==> src/rtl/fft_ctrl_pkg.sv <==
// Shared definitions for the SDF FFT stage controllers.
//   state_t      : controller state (IDLE, FILL, RUN, FLUSH)
//   WL           : datapath word length of the S7.11 samples handled beside the controller
//   stage_delay  : delay-line depth D = N >> (STAGE+1) for a given LOG2_N / STAGE
//   stage_ld     : LD = log2(D)
package fft_ctrl_pkg;

    localparam int WL = 18;

    typedef enum logic [1:0] {
        IDLE  = 2'd0,
        FILL  = 2'd1,
        RUN   = 2'd2,
        FLUSH = 2'd3
    } state_t;

    function automatic int stage_ld(input int log2_n, input int stage);
        return log2_n - stage - 1;
    endfunction

    function automatic int stage_delay(input int log2_n, input int stage);
        return 1 << stage_ld(log2_n, stage);
    endfunction

endpackage

==> src/rtl/sdf_tw_addr_gen.sv <==
// Twiddle address generator for one SDF stage.
// Keeps the in-block position j (0..D-1) and maps it to the twiddle ROM
// address j << STAGE.
//   clk, rst : clock, asynchronous active-high reset
//   clear    : force j back to 0 (takes priority over step)
//   step     : advance j by one, wrapping D-1 -> 0
//   addr     : twiddle ROM address for the current j (combinational)
//   last     : j is at D-1
module sdf_tw_addr_gen
    import fft_ctrl_pkg::*;
#(
    parameter int LOG2_N = 4,
    parameter int STAGE  = 0,
    parameter int TW_AW  = LOG2_N - 1
) (
    input  logic             clk,
    input  logic             rst,
    input  logic             clear,
    input  logic             step,
    output logic [TW_AW-1:0] addr,
    output logic             last
);

    localparam int D  = stage_delay(LOG2_N, STAGE);
    localparam int LD = stage_ld(LOG2_N, STAGE);
    // D = 1 still needs a one-bit counter; it simply never leaves 0.
    localparam int JW = (LD > 0) ? LD : 1;
    localparam logic [JW-1:0] J_LAST = JW'(D - 1);

    logic [JW-1:0] j;

    always_ff @(posedge clk or posedge rst) begin
        if (rst) begin
            j <= '0;
        end else if (clear) begin
            j <= '0;
        end else if (step) begin
            j <= (j == J_LAST) ? '0 : j + 1'b1;
        end
    end

    always_comb begin
        addr = TW_AW'(j) << STAGE;
        last = (j == J_LAST);
    end

endmodule

==> src/rtl/sdf_stage_ctrl.sv <==
// Sequencer for one radix-2 single-path delay-feedback FFT stage.
// Drives the feedback/butterfly select, delay-line shift enable, twiddle
// ROM address/enable and output framing. All outputs except in_ready are
// registered and describe the sample accepted one cycle earlier.
//   clk, rst   : clock, asynchronous active-high reset
//   in_valid   : input sample present          in_ready : samples accepted (not in FLUSH)
//   flush_req  : drain delay line at a block boundary
//   sel        : 0 = delay-line feedback, 1 = butterfly result
//   shift_en   : advance delay line             tw_en/tw_addr : twiddle multiply / ROM address
//   out_valid  : stage output valid             out_first : first output of an N-sample frame
//   flush_err  : flush_req at an illegal point   busy : controller not idle
module sdf_stage_ctrl
    import fft_ctrl_pkg::*;
#(
    parameter int LOG2_N = 4,
    parameter int STAGE  = 0,
    parameter int TW_AW  = LOG2_N - 1
) (
    input  logic             clk,
    input  logic             rst,
    input  logic             in_valid,
    output logic             in_ready,
    input  logic             flush_req,
    output logic             sel,
    output logic             shift_en,
    output logic             tw_en,
    output logic [TW_AW-1:0] tw_addr,
    output logic             out_valid,
    output logic             out_first,
    output logic             flush_err,
    output logic             busy
);

    localparam int D  = stage_delay(LOG2_N, STAGE);
    localparam int LD = stage_ld(LOG2_N, STAGE);
    localparam logic [LOG2_N-1:0] FILL_LAST = LOG2_N'(D - 1);
    localparam logic [LOG2_N-1:0] BLK_MASK  = LOG2_N'(2 * D - 1);

    state_t            state, state_n;
    logic [LOG2_N-1:0] cnt, cnt_n, cnt_post;
    logic [LOG2_N-1:0] ocnt, ocnt_n;
    logic              accept, boundary;
    logic              j_clear, j_step, j_last;
    logic [TW_AW-1:0]  addr;
    logic              sel_n, shift_en_n, tw_en_n, out_valid_n, out_first_n, flush_err_n;
    logic [TW_AW-1:0]  tw_addr_n;

    sdf_tw_addr_gen #(
        .LOG2_N (LOG2_N),
        .STAGE  (STAGE),
        .TW_AW  (TW_AW)
    ) u_tw_addr (
        .clk   (clk),
        .rst   (rst),
        .clear (j_clear),
        .step  (j_step),
        .addr  (addr),
        .last  (j_last)
    );

    assign in_ready = (state != FLUSH);
    assign accept   = in_valid & in_ready;
    // Flush legality is judged after counting a same-cycle sample.
    assign cnt_post = accept ? cnt + 1'b1 : cnt;
    assign boundary = ((cnt_post & BLK_MASK) == '0);

    always_comb begin
        state_n     = state;
        cnt_n       = cnt;
        ocnt_n      = ocnt;
        sel_n       = sel;
        tw_addr_n   = tw_addr;
        shift_en_n  = 1'b0;
        tw_en_n     = 1'b0;
        out_valid_n = 1'b0;
        out_first_n = 1'b0;
        flush_err_n = 1'b0;
        j_clear     = 1'b0;
        j_step      = 1'b0;

        // A flush during FILL drops the sample of that cycle together with the partial fill.
        if (accept && !(state == FILL && flush_req)) begin
            shift_en_n = 1'b1;
            sel_n      = cnt[LD];
            tw_addr_n  = addr;
            j_step     = 1'b1;
            cnt_n      = cnt_post;
            if (state == RUN) begin
                out_valid_n = 1'b1;
                tw_en_n     = ~cnt[LD];
                out_first_n = (ocnt == '0);
                ocnt_n      = ocnt + 1'b1;
            end
        end

        case (state)
            IDLE: begin
                if (accept) begin
                    state_n = (D == 1) ? RUN : FILL;
                end
            end
            FILL: begin
                if (flush_req) begin
                    state_n = IDLE;
                    cnt_n   = '0;
                    ocnt_n  = '0;
                    j_clear = 1'b1;
                end else if (accept && cnt == FILL_LAST) begin
                    state_n = RUN;
                end
            end
            RUN: begin
                if (flush_req) begin
                    if (boundary) begin
                        state_n = FLUSH;
                    end else begin
                        flush_err_n = 1'b1;
                    end
                end
            end
            FLUSH: begin
                // Entered on a block boundary, so j starts the drain at 0.
                shift_en_n  = 1'b1;
                sel_n       = 1'b0;
                out_valid_n = 1'b1;
                tw_en_n     = 1'b1;
                tw_addr_n   = addr;
                j_step      = 1'b1;
                if (j_last) begin
                    state_n = IDLE;
                    cnt_n   = '0;
                    ocnt_n  = '0;
                    j_clear = 1'b1;
                end
            end
            default: state_n = IDLE;
        endcase
    end

    always_ff @(posedge clk or posedge rst) begin
        if (rst) begin
            state     <= IDLE;
            cnt       <= '0;
            ocnt      <= '0;
            sel       <= 1'b0;
            shift_en  <= 1'b0;
            tw_en     <= 1'b0;
            tw_addr   <= '0;
            out_valid <= 1'b0;
            out_first <= 1'b0;
            flush_err <= 1'b0;
            busy      <= 1'b0;
        end else begin
            state     <= state_n;
            cnt       <= cnt_n;
            ocnt      <= ocnt_n;
            sel       <= sel_n;
            shift_en  <= shift_en_n;
            tw_en     <= tw_en_n;
            tw_addr   <= tw_addr_n;
            out_valid <= out_valid_n;
            out_first <= out_first_n;
            flush_err <= flush_err_n;
            busy      <= (state_n != IDLE);
        end
    end

endmodule
==> config.mk <==
export PLATFORM = sky130hd
export DESIGN_NAME = sdf_stage_ctrl
export DESIGN_NICKNAME = d
export VERILOG_FILES = /design/src/rtl/fft_ctrl_pkg.sv /design/src/rtl/sdf_tw_addr_gen.sv /design/src/rtl/sdf_stage_ctrl.sv
export SDC_FILE = /design/constraint.sdc
export NUM_CORES = 1
export LEC_CHECK = 0
export ABC_AREA = 1
export BUFFER_PORTS_ARGS = -buffer_cell sky130_fd_sc_hd__buf_2
export CAP_MARGIN = 15
export CORE_UTILIZATION = 45
export CTS_CLUSTER_DIAMETER = 50
export DETAILED_ROUTE_END_ITERATION = 8
export GPL_TIMING_DRIVEN = 1
export HOLD_SLACK_MARGIN = 0.08
export MAX_ROUTING_LAYER = met4
export PLACE_DENSITY_LB_ADDON = 0.12
export REMOVE_ABC_BUFFERS = 1
export SLEW_MARGIN = 20
export SYNTH_ARGS = -nofsm -noshare
export SYNTH_HDL_FRONTEND = slang
export SYNTH_SLANG_ARGS = --single-unit
==> constraint.sdc <==
create_clock -name clk -period 1.7 [get_ports clk]
set_input_delay 0.51 -clock clk [delete_from_list [all_inputs] [get_ports clk]]
set_output_delay 0.51 -clock clk [all_outputs]
set_load 0.01 [all_outputs]
==> run_results.csv, run 1 <==
group,metric,value,unit
outcome,status,"finished, final reports clean",
route,wl_per_cell,11.9,um
sta,slew_viol_final,0,
place,dpl.cell_count,180,
grt,grt_pass1_vias,840,
floorplanning,die_y,52.7,um
clock_network,numCtsBuffers,3,
power,p_per_area,1610,nW/um^2
setup_path,worstSetupPathType,"register to output port",
clock_network,cts_sinks,23,
route,drtIter0Drc,16,
clock_network,clk_latency,300,ps
synthesis,yosys_warnings,0,
setup_path,regToRegSetupSlack,190,ps
clock_network,cts_hold_buf,0,
power,switchingPower,0.898,mW
power,netSwitchingFraction,0.431,
flow_run,drv_cap,0,
route,dr_total_vias,935,
setup_path,reg2reg_depth,9,
place,detailed_place_hpwl,1670,um
floorplanning,start_util,0.472,
grt,overflow,0,
route,drc,0,
floorplanning,fp.dieW,52.7,um
power,p_leak,0.719,nW
setup_path,end_kind,"output port",
clock_network,h-tree-depth,1,
clock_network,clock_path_buffers,2,
place,place.gp.congestion,0.915,
power,clock_power_share,0.119,
power,p_int,1.18,mW
sta,setup_viol,0,
place,port_buffers,14,
place,place_ws,118,ps
setup_path,arrival,1110,ps
synthesis,synth_area_per_cell,8.52,um^2
route,firstDrtPassIters,4,
final_layout,fin_util,0.527,
hold_path,min_path_type,"primary input to asynchronous set/reset pin",
sta,setup_ws,81.1,ps
final_layout,antenna_cells,0,
power,seqPwrFrac,0.431,
final_layout,drive_above_1_share,0.188,
floorplanning,die-area,2780,um^2
sta,skew,5.51,ps
grt,grt_start_max_net_pins,13,
final_layout,syn_to_final_growth,11.7,%
floorplanning,rows,18,
synthesis,netlist_instances,136,
setup_path,rr_endpoint,"busy",
clock_network,clk_pin_slew,120,ps
synthesis,ys_types,25,
floorplanning,core,2450,um^2
sta,hold_violations,0,
route,via_per_inst,5.08,
power,pwr-share-comb,0.450,
setup_path,r2r-start,"cnt[0]",
setup_path,crit_fanout,11,
power,irDropWorstVdd,707,uV
synthesis,synth_area,1160,um^2
sta,period_share,0.952,
clock_network,cts-root-buf,"clkbuf_4",
sta,hold_slack,190,ps
sta,relSlewSlack,0.841,
sta,rsz0062_at_grt,"no",
grt,track_usage,0.189,
grt,grt_pass1_wl,3640,um
route,antenna_left,0,
sta,tightest_slew,237,ps
final_layout,nets,164,
sta,finalCriticalPeriod,1620,ps
clock_network,post_cts_buffers,0,
grt,antenna_found_initial,0,
synthesis,ys_seq_area_frac,0.497,
route,wirelength,2190,um
clock_network,cts_tree,"yes",
setup_path,required,1190,ps
final_layout,instances_no_fill,184,
synthesis,ys_ff_latch,23,
floorplanning,io_pins,15,
sta,max_freq,618,MHz
setup_path,start_kind,"register",
sta,timing.setup.tns,0,ps
==> power groups by stage <==
stage | Combinational, mW | Clock (mW) | Sequential, mW
after floorplan | 0.646 | 0 | 0.922
after global placement | 0.910 | 0 | 0.900
after detailed placement | 0.934 | 0 | 0.903
after CTS | 0.942 | 0.262 | 0.899
after global routing | 1.09 | 0.285 | 0.924
final | 0.937 | 0.248 | 0.898
==> cells in the mapped netlist <==
| cell | n | area share |
|---|---|---|
| nor4_1 | 1 | 0.0054 |
| nand4_1 | 5 | 0.027 |
| o21ai_0 | 9 | 0.039 |
| o22ai_1 | 1 | 0.0054 |
| nor2_1 | 7 | 0.023 |
| nand2_2 | 2 | 0.011 |
| buf_6 | 1 | 0.0097 |
| ha_1 | 5 | 0.054 |
| nand3b_1 | 1 | 0.0065 |
| xor2_1 | 1 | 0.0076 |
| inv_2 | 1 | 0.0032 |
| clkinv_4 | 1 | 0.0076 |
| o21ai_1 | 2 | 0.0086 |
| a21oi_1 | 7 | 0.030 |
| o211ai_1 | 1 | 0.0065 |
| inv_1 | 22 | 0.071 |
| o21ai_2 | 1 | 0.0076 |
| buf_4 | 1 | 0.0065 |
| nand2_4 | 2 | 0.019 |
| nand3_1 | 7 | 0.030 |
| dfrtp_1 | 23 | 0.50 |
| a211oi_1 | 1 | 0.0065 |
| a21boi_0 | 1 | 0.0065 |
| nand2_1 | 31 | 0.10 |
| nor2_2 | 2 | 0.011 |
==> final cells by class <==
type	count	area, um^2
Fill cell	248	1160
Sequential cell	23	576
Multi-Input combinational cell	87	474
Inverter	24	95.1
Timing Repair Buffer	16	85.1
Tap cell	30	37.5
Clock buffer	4	26.3
==> stage by stage <==
step                      power [mW]  area [um^2]
final                           2.08         1290
after floorplan                 1.57         1140
after CTS                       2.10         1290
after global routing            2.30         1290
after global placement          1.81         1260
after detailed placement        1.84         1260
==> logic make-up (layout without fill, tap and decap cells) <==
logic type | count (synthesis) | in the layout | share of synthesized area
DFF | 23 | 23 | 0.497
buffers and inverters | 26 | 44 | 0.0983
and+or+nand+nor | 58 | 58 | 0.233
xor gates and xnor gates | 1 | 1 | 0.00756
adders and majority gates | 5 | 5 | 0.0540
AOI/OAI and AO/OA | 23 | 23 | 0.110
==> worst max path at each step <==
stage          slack (ps)  cells past startpoint               from  endpoint
2_1_floorplan         350                      7  u_tw_addr.addr[0]   ocnt[0]
3_3_place_gp          220                      8           state[1]      busy
3_5_place_dp          120                      7  u_tw_addr.addr[0]   ocnt[0]
4_1_cts                60                      2           state[1]  in_ready
5_1_grt                30                      2           state[1]  in_ready
6_report               80                      2           state[1]  in_ready
==> state kept, by name, summed over array words and instances (netlist names) <==
| register | cells |
|---|---|
| cnt | 4 |
| out_valid | 1 |
| out_first | 1 |
| state | 2 |
| u_tw_addr.addr | 3 |
| flush_err | 1 |
| busy | 1 |
| shift_en | 1 |
| tw_addr | 3 |
| sel | 1 |
| tw_en | 1 |
| ocnt | 4 |
==> layout by cell type (no fill, tap or decap), types with 3 or more instances in the layout <==
cell      instances
ha_1              5
nand4_1           5
inv_1            21
a21oi_1           7
nand2_1          31
dfrtp_1          23
nor2_1            7
nand3_1           7
o21ai_0           9
nand2_4           3
buf_2            14
clkbuf_4          3
==> layer usage <==
layer / GRT usage / vias to the layer above / routed length, um
met5: - / - / 0
met4: 0.0746 / 0 / 17
met3: 0.0377 / 2 / 65
met2: 0.310 / 15 / 1070
met1: 0.227 / 444 / 1040
li1: - / 474 / -
==> critical path, cell delays in order (launching register included) <==
cell	delay [ps]
dfrtp_1	460
nand2_4	190
buf_2	160
==> repair_timing <==
item                                    CTS  global route
endpoints found under the setup margin    1             6
gates resized for setup                   1             1
pin swaps                                 0             0
Note: power is estimated with default switching activity, not from simulation.
==> run 2, diff against run 1 <==
CELL_PAD_IN_SITES_DETAIL_PLACEMENT = 0   (was unset)
CELL_PAD_IN_SITES_GLOBAL_PLACEMENT = 1   (was unset)
CORE_UTILIZATION = 42   (was 45)
==> run 2 against run 1 <==
Compared with the run above:
- largest cell class unchanged
- clock skew fell by 4.5 ps
- design area barely moved
- non-clock buffer count stayed put
- die area rose by 6.9%
- critical path depth unchanged
- utilization shrank 1.8 points
- critical endpoint unchanged
- highest routed layer unchanged
- sequential power shrank 2%
==> run_results.csv, run 2 (synthesis results as in run 1) <==
group,metric,value,unit
floorplanning,core,2540,um^2
power,finalPower,2.10,mW
route,drc,0,
route,wirelength,2160,um
clock_network,clk_pin_slew,130,ps
clock_network,h-tree-depth,1,
setup_path,slowest_stage,"dfrtp_1",
clock_network,cts_sinks,23,
final_layout,drive_above_1_share,0.195,
setup_path,crit_fanout,11,
final_layout,final_cell_mix,"nand2_1, dfrtp_1, inv_1, buf_2, o21ai_0",
final_layout,multiInputGateArea,474,um^2
floorplanning,die_y,54.5,um
route,antenna_left,0,
final_layout,instances_no_fill,184,
setup_path,worstSetupPathType,"register to output port",
setup_path,required,1190,ps
clock_network,clock_path_buffers,2,
clock_network,clk_latency,310,ps
final_layout,largestRegisters,"cnt x4, ocnt x4",
final_layout,fillers,268,
setup_path,critical_path_buf_inv_count,1,
grt,antenna_found_initial,0,
clock_network,cts_hold_buf,0,
final_layout,seq_area,576,um^2
sta,setup_viol,0,
place,dpl.cell_count,180,
outcome,status,"finished, final reports clean",
place,detailed_place_hpwl,1600,um
route,wl_per_cell,11.8,um
floorplanning,io_pins,15,
sta,tightest_slew,295,ps
route,dr_total_vias,921,
clock_network,post_cts_buffers,0,
sta,period_share,0.956,
sta,hold_violations,0,
final_layout,nets,164,
power,p_leak,0.722,nW
sta,finalCriticalPeriod,1630,ps
sta,skew,1.05,ps
setup_path,cp_top_family,"flip-flops",
sta,slew_viol_final,0,
floorplanning,fp.dieW,54.5,um
grt,overflow,0,
floorplanning,start_util,0.455,
clock_network,cts-root-buf,"clkbuf_4",
final_layout,fin_area,1290,um^2
final_layout,syn_to_final_growth,11.8,%
sta,max_freq,615,MHz
sta,timing.setup.tns,0,ps
setup_path,start_kind,"register",
floorplanning,rows,18,
flow_run,drv_cap,0,
power,p_per_area,1620,nW/um^2
route,drtIter0Drc,6,
place,postPlaceCellArea,1260,um^2
sta,rsz0062_at_grt,"no",
setup_path,arrival,1120,ps
setup_path,max_stage_delay,470,ps
clock_network,numCtsBuffers,3,
setup_path,crit_chain,"nand2_4 -> buf_2",
route,firstDrtPassIters,4,
hold_path,min_path_type,"primary input to asynchronous set/reset pin",
grt,grt_start_max_net_pins,24,
floorplanning,die-area,2970,um^2
place,port_buffers,14,
final_layout,antenna_cells,0,
grt,grt_pass1_wl,3550,um
power,irDropWorstVdd,826,uV
sta,relSlewSlack,0.804,
clock_network,cts_tree,"yes",
final_layout,final_common_cell,"nand2_1",
setup_path,end_kind,"output port",
grt,track_usage,0.177,
place,place.gp.congestion,0.880,
grt,grt_pass1_vias,821,
route,via_per_inst,5.01,
-- run 2: final timing paths --
path / from / cells after the start / slack (ps) / to
min reg2reg: ocnt[3] / 1 / 470 / out_first
max: state[1] / 2 / 70 / in_ready
max in group asynchronous: rst / 3 / 1270 / u_tw_addr.addr[1]
min in group clk: ocnt[3] / 1 / 470 / out_first
max reg2reg: u_tw_addr.addr[0] / 7 / 210 / ocnt[0]
min: rst / 3 / 210 / out_first
-- run 2: metal layers --
layer  part of all wire  global-route usage
met2               0.47               0.270
met4              0.016              0.0769
met3              0.027              0.0333
met1               0.49               0.227
met5                  0                   -
-- run 2: stage by stage --
step | hold WS, ps | setup WS (ps) | util
after floorplan | 425 | 352 | -
after global placement | 447 | 129 | 0.496
after detailed placement | 451 | 96.1 | 0.496
after CTS | 212 | 59.9 | 0.509
after global routing | 240 | 8.22 | 0.509
final | 208 | 74.9 | 0.509
-- run 2: final cells by class --
type / count / area share
Timing Repair Buffer: 16 / 0.0657
Multi-Input combinational cell: 87 / 0.366
Inverter: 24 / 0.0734
Clock inverter: 1 / 0.00386
Clock buffer: 3 / 0.0174
Sequential cell: 23 / 0.444
Tap cell: 30 / 0.0290
-- run 2: power breakdown --
part / total (mW) / switching, mW / internal, mW
registers: 0.884 / 0.137 / 0.747
clock network: 0.260 / 0.172 / 0.0880
logic: 0.959 / 0.599 / 0.360
total: 2.10 / 0.908 / 1.20
-- run 2: worst min-delay path, stage by stage --
cell and delay, ps:
buf_2 90, inv_1 40, buf_4 280
-- run 2: what timing repair did --
item / 4_1_cts / 5_1_grt
resized for setup: 1 / 1
gates cloned: 0 / 0
endpoints found under the setup margin: 1 / 7
==> run 3, diff against run 2 <==
CORE_UTILIZATION = 44   (was 42)
CTS_BUF_LIST = sky130_fd_sc_hd__clkbuf_2 sky130_fd_sc_hd__clkbuf_4 sky130_fd_sc_hd__clkbuf_8   (was unset)
==> run 3 against run 2 <==
Compared with the run above:
- design area up 3.5%
- flip-flop and latch count stayed put
- sequential share of layout area down 1.5 points
- die area down 4.4%
- count of clock-buffer cells in the layout unchanged
- combinational power increased by 6%
- critical endpoint unchanged
- first-iteration DRC count increased to 4.5 times the previous value
- setup slack gained 47 ps
- utilization increased by 3.2 points
==> run_results.csv, run 3 (synthesis results as in run 1) <==
group,metric,value,unit
outcome,status,"finished, final reports clean",
floorplanning,start_util,0.468,
final_layout,final_common_cell,"nand2_1",
power,clock_power_share,0.114,
setup_path,cp-endpoint,"in_ready",
sta,rsz0062_at_grt,"no",
floorplanning,core,2480,um^2
place,place.gp.congestion,0.884,
power,switchingPower,0.917,mW
power,irDropWorstVdd,849,uV
setup_path,worstSetupPathType,"register to output port",
final_layout,syn_to_final_growth,15.7,%
setup_path,path_depth,3,
sta,skew,1.31,ps
final_layout,largestRegisters,"cnt x4, ocnt x4",
grt,grt_pass1_vias,900,
sta,max_freq,633,MHz
grt,track_usage,0.196,
power,p_leak,0.750,nW
clock_network,cts_hold_buf,0,
final_layout,nets,170,
place,detailed_place_hpwl,1650,um
setup_path,reg2reg_depth,9,
setup_path,slowest_stage,"dfrtp_1",
setup_path,critical_path_buf_inv_count,2,
route,antenna_left,0,
power,p_per_area,1610,nW/um^2
sta,period_share,0.929,
route,wl_per_cell,11.7,um
final_layout,fin_area,1340,um^2
power,pwr-share-comb,0.473,
setup_path,rr_endpoint,"busy",
clock_network,numCtsBuffers,3,
final_layout,antenna_cells,0,
sta,relSlewSlack,0.805,
sta,hold_violations,0,
flow_run,drv_cap,0,
setup_path,cp_top_family,"flip-flops",
floorplanning,die_y,53.3,um
setup_path,crit_chain,"nand2_4 -> buf_4 -> buf_2",
clock_network,clock_path_buffers,2,
route,dr_total_vias,924,
route,drtIter0Drc,27,
setup_path,arrival,1070,ps
floorplanning,io_pins,15,
final_layout,final_cell_mix,"nand2_1, dfrtp_1, inv_1, buf_2, o21ai_0",
setup_path,max_stage_delay,420,ps
hold_path,min_path_type,"primary input to asynchronous set/reset pin",
sta,setup_viol,0,
grt,antenna_found_initial,0,
clock_network,cts_tree,"yes",
final_layout,drive_above_1_share,0.225,
setup_path,start_kind,"register",
route,via_per_inst,4.86,
grt,overflow,0,
place,port_buffers,14,
clock_network,h-tree-depth,1,
floorplanning,rows,18,
route,firstDrtPassIters,4,
power,netSwitchingFraction,0.424,
clock_network,cts-root-buf,"clkbuf_4",
sta,finalCriticalPeriod,1580,ps
sta,tightest_slew,293,ps
setup_path,end_kind,"output port",
setup_path,crit_fanout,4,
place,postPlaceCellArea,1270,um^2
setup_path,r2r-start,"cnt[0]",
grt,grt_pass1_wl,3860,um
floorplanning,fp.dieW,53.3,um
setup_path,regToRegSetupSlack,170,ps
sta,timing.setup.tns,0,ps
clock_network,cts_sinks,23,
floorplanning,die-area,2840,um^2
setup_path,required,1190,ps
sta,slew_viol_final,0,
clock_network,clk_pin_slew,120,ps
clock_network,clk_latency,300,ps
power,seqPwrFrac,0.413,
power,p_int,1.25,mW
route,wirelength,2220,um
route,drc,0,
setup_path,startpoint,"state[0]",
grt,grt_start_max_net_pins,24,
## run 3: changes by cell type in the layout (fill, tap and decap cells not counted), sizes merged
| cell | delta |
|---|---|
| buf | +6 |
## run 3: worst min-delay path by stage
stage | start | end | slack, ps | cells after the start
CTS | rst | tw_addr[2] | 230 | 3
floorplan | ocnt[3] | out_first | 430 | 1
finish | rst | ocnt[3] | 220 | 3
global route | rst | tw_addr[2] | 250 | 3
detailed placement | ocnt[3] | out_first | 450 | 1
global placement | ocnt[3] | out_first | 450 | 1
## run 3: metal layers
layer | global-route usage | wire (um) | up-vias
li1 | - | - | 483
met1 | 0.238 | 1050 | 422
met2 | 0.319 | 1060 | 15
met3 | 0.0374 | 67 | 4
met4 | 0.0789 | 36 | 0
met5 | - | 0 | -
## run 3: metrics by stage
step | total power [mW] | utilization | hold WS [ps] | instances | setup slack, ps
final | 2.16 | 0.541 | 223 | 190 | 121
after global routing | 2.41 | 0.541 | 249 | 190 | 6.21
after CTS | 2.15 | 0.532 | 225 | 187 | 29.5
after detailed placement | 1.86 | 0.513 | 451 | 181 | 103
after global placement | 1.83 | 0.513 | 451 | 181 | 206
after floorplan | 1.57 | - | 425 | 134 | 352
## run 3: worst reg2reg max path: cells and delay by family, from the launching register on
family	cells	cell delay [ps]
DFF	1	470
and+or+nand+nor	8	680
adders and majority gates	1	320
## run 3: area by class of cell
type	instances	area [um^2]
Inverter	24	95.1
Tap cell	30	37.5
Clock buffer	3	22.5
Sequential cell	23	576
Multi-Input combinational cell	87	474
Fill cell	249	1140
Clock inverter	1	5.00
Timing Repair Buffer	22	130
## run 3: what timing repair did
item                                    CTS  global route
resized for setup                         1             1
setup buffers                             2             3
endpoints found under the setup margin    1             6
pin swaps                                 0             1
## run 3: power groups by stage
stage	combinational [mW]	sequential, mW	clock (mW)
3_3_place_gp	0.928	0.904	0
4_1_cts	1.00	0.894	0.260
6_report	1.02	0.893	0.246
2_1_floorplan	0.646	0.922	0
3_5_place_dp	0.946	0.911	0
5_1_grt	1.20	0.919	0.282
